--- src/rtl/dmem_ctrl_pkg.sv ---
// Shared definitions for the data-memory controller: FSM states, funct3 codes
// and the access-legality decode.
package dmem_ctrl_pkg;

    typedef enum logic [2:0] {
        ST_IDLE = 3'd0,
        ST_RD   = 3'd1,
        ST_WR   = 3'd2,
        ST_RESP = 3'd3,
        ST_ERR  = 3'd4
    } state_t;

    localparam logic [2:0] F3_B  = 3'b000;
    localparam logic [2:0] F3_H  = 3'b001;
    localparam logic [2:0] F3_W  = 3'b010;
    localparam logic [2:0] F3_BU = 3'b100;
    localparam logic [2:0] F3_HU = 3'b101;

    // Unknown width codes, unsigned stores and misaligned half/word accesses are rejected.
    function automatic logic is_illegal(input logic we, input logic [2:0] funct3,
                                        input logic [1:0] offset);
        logic bad;
        bad = 1'b0;
        case (funct3)
            3'b011, 3'b110, 3'b111: bad = 1'b1;
            default: ;
        endcase
        if (we && funct3[2])                          bad = 1'b1;
        if (funct3[1:0] == 2'b01 && offset[0])        bad = 1'b1;
        if (funct3[1:0] == 2'b10 && offset != 2'b00)  bad = 1'b1;
        return bad;
    endfunction

endpackage

--- src/rtl/dmem_lane_align.sv ---
// Byte-lane steering between a 32-bit little-endian RAM word and the requester:
// load extract/extend and the store merge used by read-modify-write.
module dmem_lane_align
    import dmem_ctrl_pkg::*;
(
    input  logic [2:0]  funct3,
    input  logic [1:0]  offset,
    input  logic [31:0] word,
    input  logic [31:0] wdata,
    output logic [31:0] load_data,
    output logic [31:0] store_word
);

    logic [7:0]  byte_sel;
    logic [15:0] half_sel;

    assign byte_sel = word[{offset, 3'b000} +: 8];
    assign half_sel = word[{offset[1], 4'b0000} +: 16];

    always_comb begin
        load_data = word;
        case (funct3)
            F3_B:    load_data = {{24{byte_sel[7]}}, byte_sel};
            F3_H:    load_data = {{16{half_sel[15]}}, half_sel};
            F3_BU:   load_data = {24'd0, byte_sel};
            F3_HU:   load_data = {16'd0, half_sel};
            default: load_data = word;
        endcase
    end

    // Each lane either keeps the old RAM byte or takes the matching store byte.
    genvar gi;
    generate
        for (gi = 0; gi < 4; gi++) begin : g_lane
            localparam logic [1:0] LANE = 2'(gi);
            localparam int         HB   = 8 * (gi % 2);
            logic       hit;
            logic [7:0] src;

            always_comb begin
                hit = 1'b0;
                src = wdata[7:0];
                case (funct3[1:0])
                    2'b10: begin hit = 1'b1;                 src = wdata[8*gi +: 8]; end
                    2'b01: begin hit = (offset[1] == LANE[1]); src = wdata[HB +: 8];  end
                    default: begin hit = (offset == LANE);   src = wdata[7:0];       end
                endcase
            end

            assign store_word[8*gi +: 8] = hit ? src : word[8*gi +: 8];
        end
    endgenerate

endmodule

--- src/rtl/dmem_ctrl.sv ---
// Two-requester front end for a single-port synchronous data RAM: arbitration,
// legality check, load extension and read-modify-write sub-word stores.
module dmem_ctrl
    import dmem_ctrl_pkg::*;
#(
    parameter int MEM_AW     = 12,
    parameter bit PRIO_FIXED = 1'b0
) (
    input  logic              clock,
    input  logic              reset_n,
    input  logic [1:0]        m_req,
    input  logic [1:0]        m_we,
    input  logic [5:0]        m_funct3,
    input  logic [63:0]       m_addr,
    input  logic [63:0]       m_wdata,
    output logic [1:0]        m_ack,
    output logic              m_err,
    output logic [31:0]       m_rdata,
    output logic [MEM_AW-1:0] mem_addr,
    output logic [31:0]       mem_wdata,
    output logic              mem_wren,
    input  logic [31:0]       mem_q
);

    state_t              state_reg, state_next;
    logic                id_reg, we_reg, last_reg;
    logic [2:0]          f3_reg;
    logic [MEM_AW+1:0]   addr_reg;
    logic [31:0]         wdata_reg;
    logic [1:0]          ack_reg;
    logic                err_reg;
    logic [31:0]         rdata_reg;

    logic                win, win_we, win_bad, accept, resp_next, ack_id;
    logic [2:0]          win_f3;
    logic [MEM_AW+1:0]   win_addr;
    logic [31:0]         win_wdata;
    logic [31:0]         load_data, store_word;
    logic                unused_addr_bits;

    assign unused_addr_bits = ^{m_addr[63:32+MEM_AW+2], m_addr[31:MEM_AW+2]};

    // Round robin hands a tie to whoever was not granted last.
    always_comb begin
        if (PRIO_FIXED)         win = ~m_req[0];
        else if (&m_req)        win = ~last_reg;
        else                    win = m_req[1];
    end

    assign accept    = (state_reg == ST_IDLE) && (|m_req);
    assign win_we    = m_we[win];
    assign win_f3    = win ? m_funct3[5:3] : m_funct3[2:0];
    assign win_addr  = win ? m_addr[32 +: MEM_AW+2] : m_addr[0 +: MEM_AW+2];
    assign win_wdata = win ? m_wdata[63:32] : m_wdata[31:0];
    assign win_bad   = is_illegal(win_we, win_f3, win_addr[1:0]);

    always_ff @(posedge clock or negedge reset_n) begin
        if (!reset_n) state_reg <= ST_IDLE;
        else          state_reg <= state_next;
    end

    always_comb begin
        state_next = state_reg;
        case (state_reg)
            ST_IDLE: begin
                if (accept) begin
                    if (win_bad)                              state_next = ST_ERR;
                    else if (win_we && win_f3[1:0] == 2'b10)  state_next = ST_WR;
                    else                                      state_next = ST_RD;
                end
            end
            ST_RD:   state_next = we_reg ? ST_WR : ST_RESP;
            default: state_next = ST_IDLE;
        endcase
    end

    always_ff @(posedge clock or negedge reset_n) begin
        if (!reset_n) begin
            id_reg    <= 1'b0;
            we_reg    <= 1'b0;
            f3_reg    <= 3'd0;
            addr_reg  <= '0;
            wdata_reg <= '0;
            last_reg  <= 1'b1;
        end else if (accept) begin
            id_reg    <= win;
            we_reg    <= win_we;
            f3_reg    <= win_f3;
            addr_reg  <= win_addr;
            wdata_reg <= win_wdata;
            last_reg  <= win;
        end
    end

    // Ack/err are registered on entry to the completing state so they pulse in it.
    assign resp_next = (state_next == ST_WR) || (state_next == ST_RESP) || (state_next == ST_ERR);
    assign ack_id    = (state_reg == ST_IDLE) ? win : id_reg;

    always_ff @(posedge clock or negedge reset_n) begin
        if (!reset_n) begin
            ack_reg   <= 2'b00;
            err_reg   <= 1'b0;
            rdata_reg <= '0;
        end else begin
            ack_reg[0] <= resp_next & ~ack_id;
            ack_reg[1] <= resp_next & ack_id;
            err_reg    <= (state_next == ST_ERR);
            if (state_reg == ST_RESP) rdata_reg <= load_data;
        end
    end

    always_comb begin
        mem_wren  = 1'b0;
        mem_wdata = '0;
        m_rdata   = rdata_reg;
        case (state_reg)
            ST_WR: begin
                mem_wren  = 1'b1;
                mem_wdata = store_word;
            end
            ST_RESP: m_rdata = load_data;
            default: ;
        endcase
    end

    assign mem_addr = addr_reg[MEM_AW+1:2];
    assign m_ack    = ack_reg;
    assign m_err    = err_reg;

    dmem_lane_align u_align (
        .funct3     (f3_reg),
        .offset     (addr_reg[1:0]),
        .word       (mem_q),
        .wdata      (wdata_reg),
        .load_data  (load_data),
        .store_word (store_word)
    );

endmodule

--- config.mk ---
export PLATFORM = sky130hd
export DESIGN_NAME = dmem_ctrl
export DESIGN_NICKNAME = d
export VERILOG_FILES = /design/src/rtl/dmem_ctrl_pkg.sv /design/src/rtl/dmem_lane_align.sv /design/src/rtl/dmem_ctrl.sv
export SDC_FILE = /design/constraint.sdc
export NUM_CORES = 1
export LEC_CHECK = 0
export ABC_AREA = 1
export BUFFER_PORTS_ARGS = -buffer_cell sky130_fd_sc_hd__buf_2
export CORE_ASPECT_RATIO = 2
export CORE_MARGIN = 5
export CORE_UTILIZATION = 35
export CTS_BUF_LIST = sky130_fd_sc_hd__clkbuf_8 sky130_fd_sc_hd__clkbuf_16
export CTS_CLUSTER_DIAMETER = 80
export DETAILED_ROUTE_END_ITERATION = 10
export GPL_TIMING_DRIVEN = 1
export PLACE_DENSITY = 0.63
export SLEW_MARGIN = 20
export SYNTH_ARGS = -nofsm -noshare
export SYNTH_HDL_FRONTEND = slang
export SYNTH_SLANG_ARGS = --single-unit
--- constraint.sdc ---
create_clock -name clock -period 2.1 [get_ports clock]
set_input_delay 0.42 -clock clock [delete_from_list [all_inputs] [get_ports clock]]
set_output_delay 0.42 -clock clock [all_outputs]
set_load 0.02 [all_outputs]
==> results of run 1 <==
==> worst max-delay path: stages, from the launching register on <==
cell,delay (ns)
dfrtp_1,0.40
inv_2,0.09
ha_4,0.38
nand3_4,0.12
buf_6,0.14
o21ai_4,0.09
buf_6,0.17
nand2_1,0.07
a21oi_2,0.16
buf_6,0.14
==> final cells by class <==
class | instances | area [sq um] | area share [%]
clock buffer | 12 | 267 | 3.00
clock inverter | 4 | 50.0 | 0.564
inverter | 79 | 323 | 3.64
multi-input combinational | 508 | 3470 | 39.2
sequential | 90 | 2260 | 25.4
tap | 198 | 248 | 2.79
timing repair buffer | 298 | 2230 | 25.2
timing repair inverter | 3 | 22.5 | 0.254
==> cell families (layout without fill, tap and decap cells) <==
logic type | after synthesis | count (layout)
AO/OA/AOI/OAI | 236 | 236
AND/OR/NAND/NOR | 268 | 269
adder cells (fa/ha/maj) | 3 | 3
flip-flops | 90 | 90
buffers and inverters | 132 | 396
==> through the flow <==
stage / setup WS, ns / hold slack [ns] / cells
finish: -0.430 / -0.0129 / 1192
global route: -0.502 / 0.0110 / 1192
CTS: -0.341 / 0.000969 / 1169
detailed placement: -0.167 / 0.375 / 1135
global placement: -0.125 / 0.373 / 1135
floorplan: -0.0510 / 0.124 / 729
==> metal layers <==
layer  global-route usage (%)  vias up  share of wire, %
li1                         -     2969                 -
met1                     27.2     2944                38
met2                     37.3      318                48
met3                     6.14       66               8.5
met4                     12.1        2               4.9
met5                        0        -             0.059
==> placed cells by master (no fill, tap or decap), types with 7 or more instances in the layout <==
master	count
nand2_4	7
nor2_1	67
inv_1	49
buf_2	157
nand2_1	128
nand3_1	12
inv_2	24
nand2_2	21
a21oi_1	7
buf_4	69
buf_6	60
nand3_2	10
a21oi_2	27
o21ai_0	52
a31oi_4	9
o22ai_1	28
o21ai_2	11
a221oi_2	7
o21ai_1	50
dfrtp_1	87
a21oi_4	8
clkbuf_16	11
o22ai_2	12
==> worst max path at each step <==
stage | from | end | slack, ns | cells after the start
3_5_place_dp | f3_reg[0] | m_rdata[0] | -0.17 | 9
3_3_place_gp | f3_reg[0] | m_rdata[0] | -0.13 | 9
4_1_cts | f3_reg[1] | m_rdata[6] | -0.34 | 10
6_report | f3_reg[0] | mem_wdata[26] | -0.43 | 9
2_1_floorplan | f3_reg[0] | mem_wdata[6] | -0.05 | 8
5_1_grt | f3_reg[0] | mem_wdata[3] | -0.50 | 8
==> Yosys cell counts (all sizes together) <==
library cell  instances
a211oi                1
a21oi                42
a221oi                8
a31oi                 9
buf                  36
clkbuf               17
clkinv                1
dfrtp                89
dfstp                 1
ha                    3
inv                  78
nand2               159
nand3                26
nand3b                4
nand4                 1
nor2                 72
o211ai                6
o21a                  1
o21ai               119
o221ai                7
o22ai                43
or2                   6
==> report_power, final <==
| part | leakage [nW] | internal, mW | total (mW) | switching [mW] |
|---|---|---|---|---|
| logic | 2.94 | 4.78 | 11.5 | 6.70 |
| clock network | 0.156 | 1.02 | 1.70 | 0.683 |
| registers | 1.09 | 2.63 | 3.08 | 0.445 |
==> what timing repair did <==
item,4_1_cts,5_1_grt
buffers inserted,13,20
gates resized for setup,188,183
pin swaps,26,55
gates cloned,5,3
hold endpoints to repair,0,0
setup endpoints to repair,64,64
==> impl_metrics.json, run 1 <==
{
  "status": "complete, but fails checks",
  "violations": "hold timing, setup timing",
  "design_area_sq_um": 8870,
  "hold-worst-slack_ns": -0.0129,
  "total_power_mw": 16.3,
  "overflow": 0,
  "antenna_found_initial": 1,
  "fillers": 1321,
  "die_y_um": 185,
  "htreeDepth": 3,
  "diodes": 0,
  "yosys_warnings": 0,
  "dr.pass1.iters": 5,
  "cts_hold_buf": 0,
  "dpl_cell_area_sq_um": 6780,
  "cp.arrival_ns": 2.11,
  "r2r-end": "wdata_reg[5]",
  "die_x_um": 97.3,
  "cts_max_path_buffers": 2,
  "synth_top_family_by_area": "compound AO/OA/AOI/OAI gates",
  "worst_pin_slew_ns": 0.466,
  "grt_max_degree": 45,
  "fin_crit_sh_pct": 120,
  "synth_area_leader_cell": "dfrtp_1",
  "drt-total-wl_um": 22200,
  "vias_per_cell": 5.28,
  "io_buffers": 215,
  "rows": 64,
  "clock_skew_ns": 0.00773,
  "cp-start-kind": "register",
  "fin_ws_ns": -0.430,
  "ir_drop_v": 0.000857,
  "holdCritPathClass": "in -> async",
  "power_density_nw_per_um2": 1830,
  "insertion_delay_ns": 0.35,
  "wl_per_cell_um": 18.6,
  "r2r_start": "last_reg",
  "synth_compound_area_share_pct": 24.8,
  "final.setup.tns_ns": -20.54,
  "relSlewSlack_pct": 68.9,
  "ys_seq_area_share_pct": 42.2,
  "cts_buffers": 9,
  "cp.required_ns": 1.68,
  "cts-root-buf": "clkbuf_16",
  "synthAdderAreaFrac_pct": 0.703,
  "synth-seq-cells": 90,
  "grt_pass1_wl_um": 32500,
  "end_kind": "primary output",
  "max_freq_mhz": 395,
  "cts_tree": "yes",
  "track_usage_pct": 22.7,
  "syn_nets": 904,
  "fin_nets": 1164,
  "maxCapViolCount": 0,
  "p_leak_nw": 4.18,
  "syn_to_final_growth_pct": 66.2,
  "syn_inst": 729,
  "reg2regPathDepth": 5,
  "drv_slew": 0,
  "synthDominantCellAreaShare_pct": 41.7,
  "gp_congestion": 0.971,
  "cts.sinks": 90,
  "dieArea_sq_um": 18000,
  "dp_hpwl_um": 15500,
  "yosys.area_share.simple_pct": 21.1,
  "postSynthAreaPerCell_sq_um": 7.33,
  "num_vias": 6299,
  "setup_viol": 64,
  "drc": 0,
  "muxShareOfSynthArea_pct": 0,
  "rrSetupSlack_ns": 0.24,
  "hold_viol_final": 6,
  "io_pins": 252,
  "netlist_area_sq_um": 5340,
  "synthXorXnorAreaFrac_pct": 0,
  "timing_worst_setup_path_type": "reg -> out",
  "ant_nets": 0,
  "crit_fanout": 7,
  "synth.area.top_cells": "dfrtp_1, nand2_1, o21ai_0",
  "final_util_pct": 58.6,
  "drive_above_1_share_pct": 50.5,
  "core_sq_um": 15100,
  "clk_pin_slew_worst_paths_ns": 0.07,
  "initial_core_util_pct": 35.3,
  "ys_types": 32,
  "grt_pass1_vias": 6162,
  "drt_iter0_markers": 387,
  "layout_min_cycle_time_ns": 2.53,
  "rsz0062_at_grt": "true"
}
Note: power is estimated with default switching activity, not from simulation.
==> run 2, diff against run 1 <==
--- a/config.mk
+++ b/config.mk
@@ -5,7 +5,7 @@
 export SDC_FILE = /design/constraint.sdc
 export NUM_CORES = 1
 export LEC_CHECK = 0
-export ABC_AREA = 1
+export ABC_AREA = 0
 export BUFFER_PORTS_ARGS = -buffer_cell sky130_fd_sc_hd__buf_2
 export CORE_ASPECT_RATIO = 2
 export CORE_MARGIN = 5
@@ -14,7 +14,7 @@
 export CTS_CLUSTER_DIAMETER = 80
 export DETAILED_ROUTE_END_ITERATION = 10
 export GPL_TIMING_DRIVEN = 1
-export PLACE_DENSITY = 0.63
+export PLACE_DENSITY = 0.65
 export SLEW_MARGIN = 20
 export SYNTH_ARGS = -nofsm -noshare
 export SYNTH_HDL_FRONTEND = slang
==> constraint.sdc (replaced) <==
create_clock -name clock -period 2.15 [get_ports clock]
set_input_delay 0.43 -clock clock [delete_from_list [all_inputs] [get_ports clock]]
set_output_delay 0.43 -clock clock [all_outputs]
set_load 0.02 [all_outputs]
==> impl_metrics.json, run 2 <==
{
  "grt_pass1_wl_um": 27600,
  "fin_ws_ns": -0.537,
  "grt_pass1_vias": 5258,
  "reg2regPathDepth": 9,
  "drt_iter0_markers": 181,
  "cp.arrival_ns": 2.26,
  "fillers": 1440,
  "fin_nets": 1008,
  "async_reset_ff_share_pct": 100,
  "cts.sinks": 90,
  "insertion_delay_ns": 0.35,
  "violations": "setup timing",
  "clk_pin_slew_worst_paths_ns": 0.07,
  "mostFrequentLayoutCell": "buf_2",
  "synth-seq-cells": 90,
  "io_buffers": 215,
  "design_area_sq_um": 8070,
  "crit_fanout": 5,
  "io_pins": 252,
  "num_vias": 5274,
  "p_leak_nw": 3.77,
  "die_x_um": 97.6,
  "synth-main-ff-cell": "dfrtp_1",
  "max_freq_mhz": 372,
  "overflow": 0,
  "pre_cts_ws_ns": -0.267,
  "critPathMaxStageDelay_ns": 0.45,
  "syn_to_final_growth_pct": 50.3,
  "track_usage_pct": 19.3,
  "cp_cell_sequence": "buf_6, ha_4, buf_6, nor2b_1, o22ai_1, a222oi_1, buf_4, o21ai_4, buf_6",
  "clock_skew_ns": 0.0112,
  "drv_slew": 0,
  "maxCapViolCount": 0,
  "core_sq_um": 15200,
  "wl_per_cell_um": 17.9,
  "status": "complete, but fails checks",
  "timing_worst_setup_path_type": "reg -> out",
  "drc": 0,
  "ir_drop_v": 0.000957,
  "vias_per_cell": 5.09,
  "layout_min_cycle_time_ns": 2.69,
  "slowest_stage": "a222oi_1",
  "antenna_found_initial": 1,
  "place_inst": 1010,
  "yosys.area_share.simple_pct": 15.1,
  "synth_top_family_by_area": "compound AO/OA/AOI/OAI gates",
  "hold-worst-slack_ns": 0.351,
  "ant_nets": 0,
  "synth-edff-count": 0,
  "worstHoldPathCells": 2,
  "syn_nets": 758,
  "synth_area_leader_cell": "dfrtp_1",
  "final-instance-count-excl-fill": 1037,
  "synthAdderAreaFrac_pct": 0.699,
  "synthXorXnorAreaFrac_pct": 0,
  "fin_crit_sh_pct": 125,
  "path_common_cell": "buf_6",
  "ys_types": 45,
  "yosys_warnings": 0,
  "relSlewSlack_pct": 60.7,
  "end_kind": "primary output",
  "initial_core_util_pct": 35.3,
  "dpl_cell_area_sq_um": 7240,
  "cp.required_ns": 1.72,
  "cts_tree": "yes",
  "cp-start-kind": "register",
  "postSynthAreaPerCell_sq_um": 9.21,
  "netlist_area_sq_um": 5370,
  "total_power_mw": 13.3,
  "final.setup.tns_ns": -24.39,
  "cts_buffers": 9,
  "rsz0062_at_grt": "true",
  "cts_max_path_buffers": 2,
  "htreeDepth": 3,
  "dp_hpwl_um": 14200,
  "synth_compound_area_share_pct": 18.7,
  "synth.most_common_cell": "dfrtp_1",
  "gp_congestion": 0.917,
  "synth.area.top_cells": "dfrtp_1, mux2i_1, o21ai_0",
  "dr.pass1.iters": 4,
  "setup_viol": 64,
  "holdCritPathClass": "in -> reg",
  "dieArea_sq_um": 18100,
  "muxShareOfSynthArea_pct": 16.8,
  "die_y_um": 185,
  "synthDominantCellAreaShare_pct": 41.5,
  "ys_seq_area_share_pct": 42.0,
  "hold_viol_final": 0,
  "synth_commonest_cells": "dfrtp_1, mux2i_1, nand2_1",
  "cts-root-buf": "clkbuf_16",
  "power_density_nw_per_um2": 1640,
  "grt_max_degree": 66,
  "final_util_pct": 53.0,
  "worst_pin_slew_ns": 0.588,
  "drive_above_1_share_pct": 47.6,
  "syn_inst": 583,
  "final_cell_mix": "buf_2, dfrtp_1, buf_4",
  "drt-total-wl_um": 18600,
  "rows": 64
}
## run 2: cell count changes in the layout (fill, tap and decap cells not counted), moves of 36 or more
cell and delta:
mux2i_1 +77, o21ai_1 -49, nand2_1 -52, inv_1 -46, buf_6 -36
## run 2: cell families after synthesis
group / Yosys count
flip-flops: 90
AND/OR/NAND/NOR: 184
adder cells (fa/ha/maj): 3
multiplexers: 88
AO/OA/AOI/OAI: 158
buffers and inverters: 60
## run 2: what timing repair did
action | 4_1_cts | 5_1_grt
buffers inserted | 2 | 5
hold endpoints to repair | 16 | 0
pin swaps | 11 | 21
hold buffers | 1 | 0
resized for setup | 88 | 31
setup endpoints to repair | 64 | 65
cloned | 0 | 3
## run 2: layout make-up
type | instances | area (sq um) | share of cell area [%]
Clock inverter | 4 | 26.3 | 0.326
Antenna cell | 1 | 2.50 | 0.0310
Clock buffer | 12 | 267 | 3.30
Inverter | 4 | 15.0 | 0.186
Multi-Input combinational cell | 434 | 3220 | 39.9
Timing Repair Buffer | 294 | 2040 | 25.2
Sequential cell | 90 | 2250 | 27.9
Tap cell | 198 | 248 | 3.07
## run 2: worst max-delay path, delay by kind of cell (launching register included)
kind	cells	cell delay (ns)
fa+ha+maj	1	0.16
simple gates	1	0.13
flops	1	0.41
compound gates	3	0.62
buf+inv	4	0.60
## run 2: path summary, 6_finish.rpt
path | start | endpoint | slack, ns
min reg2reg | addr_reg[13] | addr_reg[13] | 0.47
max | f3_reg[0] | m_rdata[0] | -0.54
min | m_req[0] | last_reg | 0.35
min in group asynchronous | reset_n | addr_reg[13] | 0.50
max in group asynchronous | reset_n | wdata_reg[29] | 1.01
max reg2reg | f3_reg[0] | rdata_reg[0] | 0.14
## run 2: report_power, final
group	total, mW	switching, mW	internal (mW)	leakage [nW]
logic	8.59	4.86	3.73	2.54
registers	3.13	0.564	2.56	1.09
clock network	1.54	0.665	0.875	0.138
## run 2: layer usage
metal  wire (um)  up-vias  GRT usage, %
li1            -     2581             -
met1        7030     2479          22.0
met2       10000      177          34.8
met3         922       37          3.54
met4         608        0          8.32
met5           0        -             0
==> run 3, diff against run 2 <==
--- a/config.mk
+++ b/config.mk
@@ -18,4 +18,5 @@
 export SLEW_MARGIN = 20
 export SYNTH_ARGS = -nofsm -noshare
 export SYNTH_HDL_FRONTEND = slang
+export SYNTH_HIERARCHICAL = 1
 export SYNTH_SLANG_ARGS = --single-unit
==> impl_metrics.json, run 3 <==
{
  "r2r-end": "rdata_reg[30]",
  "synth-main-ff-cell": "dfrtp_1",
  "dieArea_sq_um": 18800,
  "cts-root-buf": "clkbuf_16",
  "cts_hold_buf": 0,
  "synth-edff-count": 0,
  "worst_pin_slew_ns": 0.427,
  "cts_max_path_buffers": 2,
  "fillers": 1415,
  "netlist_area_sq_um": 5610,
  "top_usage_layer": "met2",
  "cp.arrival_ns": 2.30,
  "drt-total-wl_um": 19300,
  "drive_above_1_share_pct": 56.1,
  "critPathMaxStageDelay_ns": 0.39,
  "ys_seq_area_share_pct": 40.2,
  "grt_max_degree": 105,
  "end_kind": "primary output",
  "fin_nets": 988,
  "yosys_warnings": 6,
  "syn_nets": 741,
  "layout_min_cycle_time_ns": 2.73,
  "dr.pass1.iters": 4,
  "ys_types": 46,
  "p_leak_nw": 4.24,
  "power_density_nw_per_um2": 1720,
  "cts.sinks": 90,
  "maxCapViolCount": 0,
  "ant_nets": 0,
  "design_area_sq_um": 8560,
  "dp_hpwl_um": 14300,
  "ir_drop_v": 0.000744,
  "initial_core_util_pct": 35.6,
  "core_sq_um": 15800,
  "track_usage_pct": 20.3,
  "status": "complete, but fails checks",
  "multiInputGateArea_sq_um": 3530,
  "cts_buffers": 9,
  "grt_pass1_vias": 5497,
  "postSynthAreaPerCell_sq_um": 9.91,
  "overflow": 0,
  "io_buffers": 215,
  "mostFrequentLayoutCell": "buf_2",
  "rows": 65,
  "cp.buffers_inverters": 2,
  "r2r_start": "addr_reg[1]",
  "drt_iter0_markers": 141,
  "drc": 0,
  "swShare_pct": 41.8,
  "clock_skew_ns": 0.00809,
  "combPwrFrac_pct": 68.1,
  "syn_inst": 566,
  "vias_per_cell": 5.06,
  "final-instance-count-excl-fill": 1019,
  "place_inst": 977,
  "grtUsageMet3_pct": 2.73,
  "grt_pass1_wl_um": 29400,
  "met2_usage_pct": 37.8,
  "p_int_mw": 8.59,
  "htreeDepth": 3,
  "met1_usage_pct": 21.7,
  "die_x_um": 99.5,
  "synth.area.top_cells": "dfrtp_1, mux2_2, mux2i_1",
  "io_pins": 252,
  "cts_tree": "yes",
  "clk_pin_slew_worst_paths_ns": 0.07,
  "synth_area_leader_cell": "dfrtp_1",
  "rsz0062_at_grt": "true",
  "setup_viol": 64,
  "cp.required_ns": 1.72,
  "rrSetupSlack_ns": 0,
  "relSlewSlack_pct": 71.6,
  "crit_fanout": 8,
  "insertion_delay_ns": 0.34,
  "final_cell_mix": "buf_2, dfrtp_1, buf_6",
  "async_reset_ff_share_pct": 100,
  "antenna_found_initial": 0,
  "violations": "setup timing",
  "syn_to_final_growth_pct": 52.6,
  "holdCritPathClass": "in -> async",
  "wl_per_cell_um": 19.0,
  "hold_viol_final": 0,
  "hold-worst-slack_ns": 0.00922,
  "power_frac_clock_pct": 10.9,
  "max_freq_mhz": 367,
  "timing_worst_setup_path_type": "reg -> out",
  "cp-start-kind": "register",
  "synthDominantCellAreaShare_pct": 39.7,
  "synth_commonest_cells": "dfrtp_1, mux2i_1, nor2_1",
  "diodes": 0,
  "gp_congestion": 0.825,
  "dpl_cell_area_sq_um": 7330,
  "num_vias": 5153,
  "die_y_um": 189,
  "cp_cell_sequence": "inv_2, ha_4, or3b_4, o22ai_4, a31o_4, a21o_1, mux2_4, buf_6",
  "synth.most_common_cell": "dfrtp_1",
  "fin_ws_ns": -0.575,
  "synth-seq-cells": 90,
  "p_seq_share_pct": 20.9,
  "fin_crit_sh_pct": 127,
  "path_delay_family": "compound AO/OA/AOI/OAI gates",
  "drv_slew": 0,
  "regArea_sq_um": 2250,
  "slowest_stage": "dfrtp_1",
  "reg2regPathDepth": 7,
  "switchingPower_mw": 6.17
}
[run 3: changes by cell type in the layout (fill, tap and decap cells not counted), sizes merged, moves of 8 or more]
cell / before / now
a211oi: 17 / 1
a21o: 0 / 17
a21oi: 25 / 60
a221o: 0 / 8
a31oi: 9 / 1
and2: 4 / 35
mux2: 9 / 66
mux2i: 78 / 62
nand2: 79 / 31
nand3: 40 / 0
nor2: 42 / 62
o21ai: 67 / 26
[run 3: cells by family after synthesis]
kind of cell,after synthesis,share of synthesized area [%]
AO/OA/AOI/OAI,140,16.0
flip-flops,90,40.2
adder cells (fa/ha/maj),3,0.669
buffers and inverters,59,6.16
AND/OR/NAND/NOR,146,12.7
multiplexers,128,24.3
[run 3: final cells by class]
cell class                 count  area share [%]
tap                          201            2.94
multi-input combinational    419            41.3
clock buffer                  10            2.79
clock inverter                 6           0.760
timing repair buffer         288            25.7
sequential                    90            26.3
inverter                       5           0.219
[run 3: worst register-to-register path, stage by stage, from the launching register on]
cell,delay [ns]
dfrtp_2,0.48
mux2_1,0.46
a31o_4,0.34
a21o_1,0.17
mux2_4,0.28
buf_6,0.12
buf_6,0.11
buf_6,0.10
[run 3: stage by stage]
stage | setup TNS (ns) | setup slack (ns) | util, % | total power, mW
3_3_place_gp | -9.57 | -0.277 | 46.4 | 10.8
4_1_cts | -30.45 | -0.556 | 53.1 | 14.3
6_report | -30.34 | -0.575 | 54.3 | 14.8
2_1_floorplan | -1.02 | -0.0819 | - | 8.63
3_5_place_dp | -10.72 | -0.326 | 46.4 | 11.0
5_1_grt | -35.83 | -0.646 | 54.3 | 15.6
[run 3: how the worst max path moves through the flow]
stage	from	to	slack, ns	depth (start not counted)
5_1_grt	f3_reg[0]	m_rdata[29]	-0.65	8
2_1_floorplan	f3_reg[1]	m_rdata[23]	-0.08	8
3_3_place_gp	f3_reg[1]	m_rdata[3]	-0.28	8
6_report	f3_reg[1]	m_rdata[29]	-0.58	8
4_1_cts	f3_reg[1]	m_rdata[31]	-0.56	8
3_5_place_dp	f3_reg[1]	m_rdata[4]	-0.33	8
[run 3: metal layers]
| metal | part of all wire [%] | wire (um) |
|---|---|---|
| met3 | 4.8 | 930 |
| met4 | 5.1 | 994 |
| met2 | 54 | 10500 |
| met5 | 0 | 0 |
| met1 | 36 | 6900 |
[run 3: power groups by stage]
stage / registers [mW] / logic [mW] / clock network (mW)
after floorplan: 2.94 / 5.69 / 0
after global placement: 3.06 / 7.78 / 0
after detailed placement: 3.10 / 7.87 / 0
after CTS: 3.08 / 9.57 / 1.66
after global routing: 3.19 / 10.7 / 1.72
final: 3.08 / 10.1 / 1.61
[run 3: timing repair]
item / 4_1_cts / 5_1_grt
setup buffers: 16 / 7
cloned: 3 / 0
resized for setup: 177 / 40
pin swaps: 17 / 10
setup endpoints to repair: 64 / 64
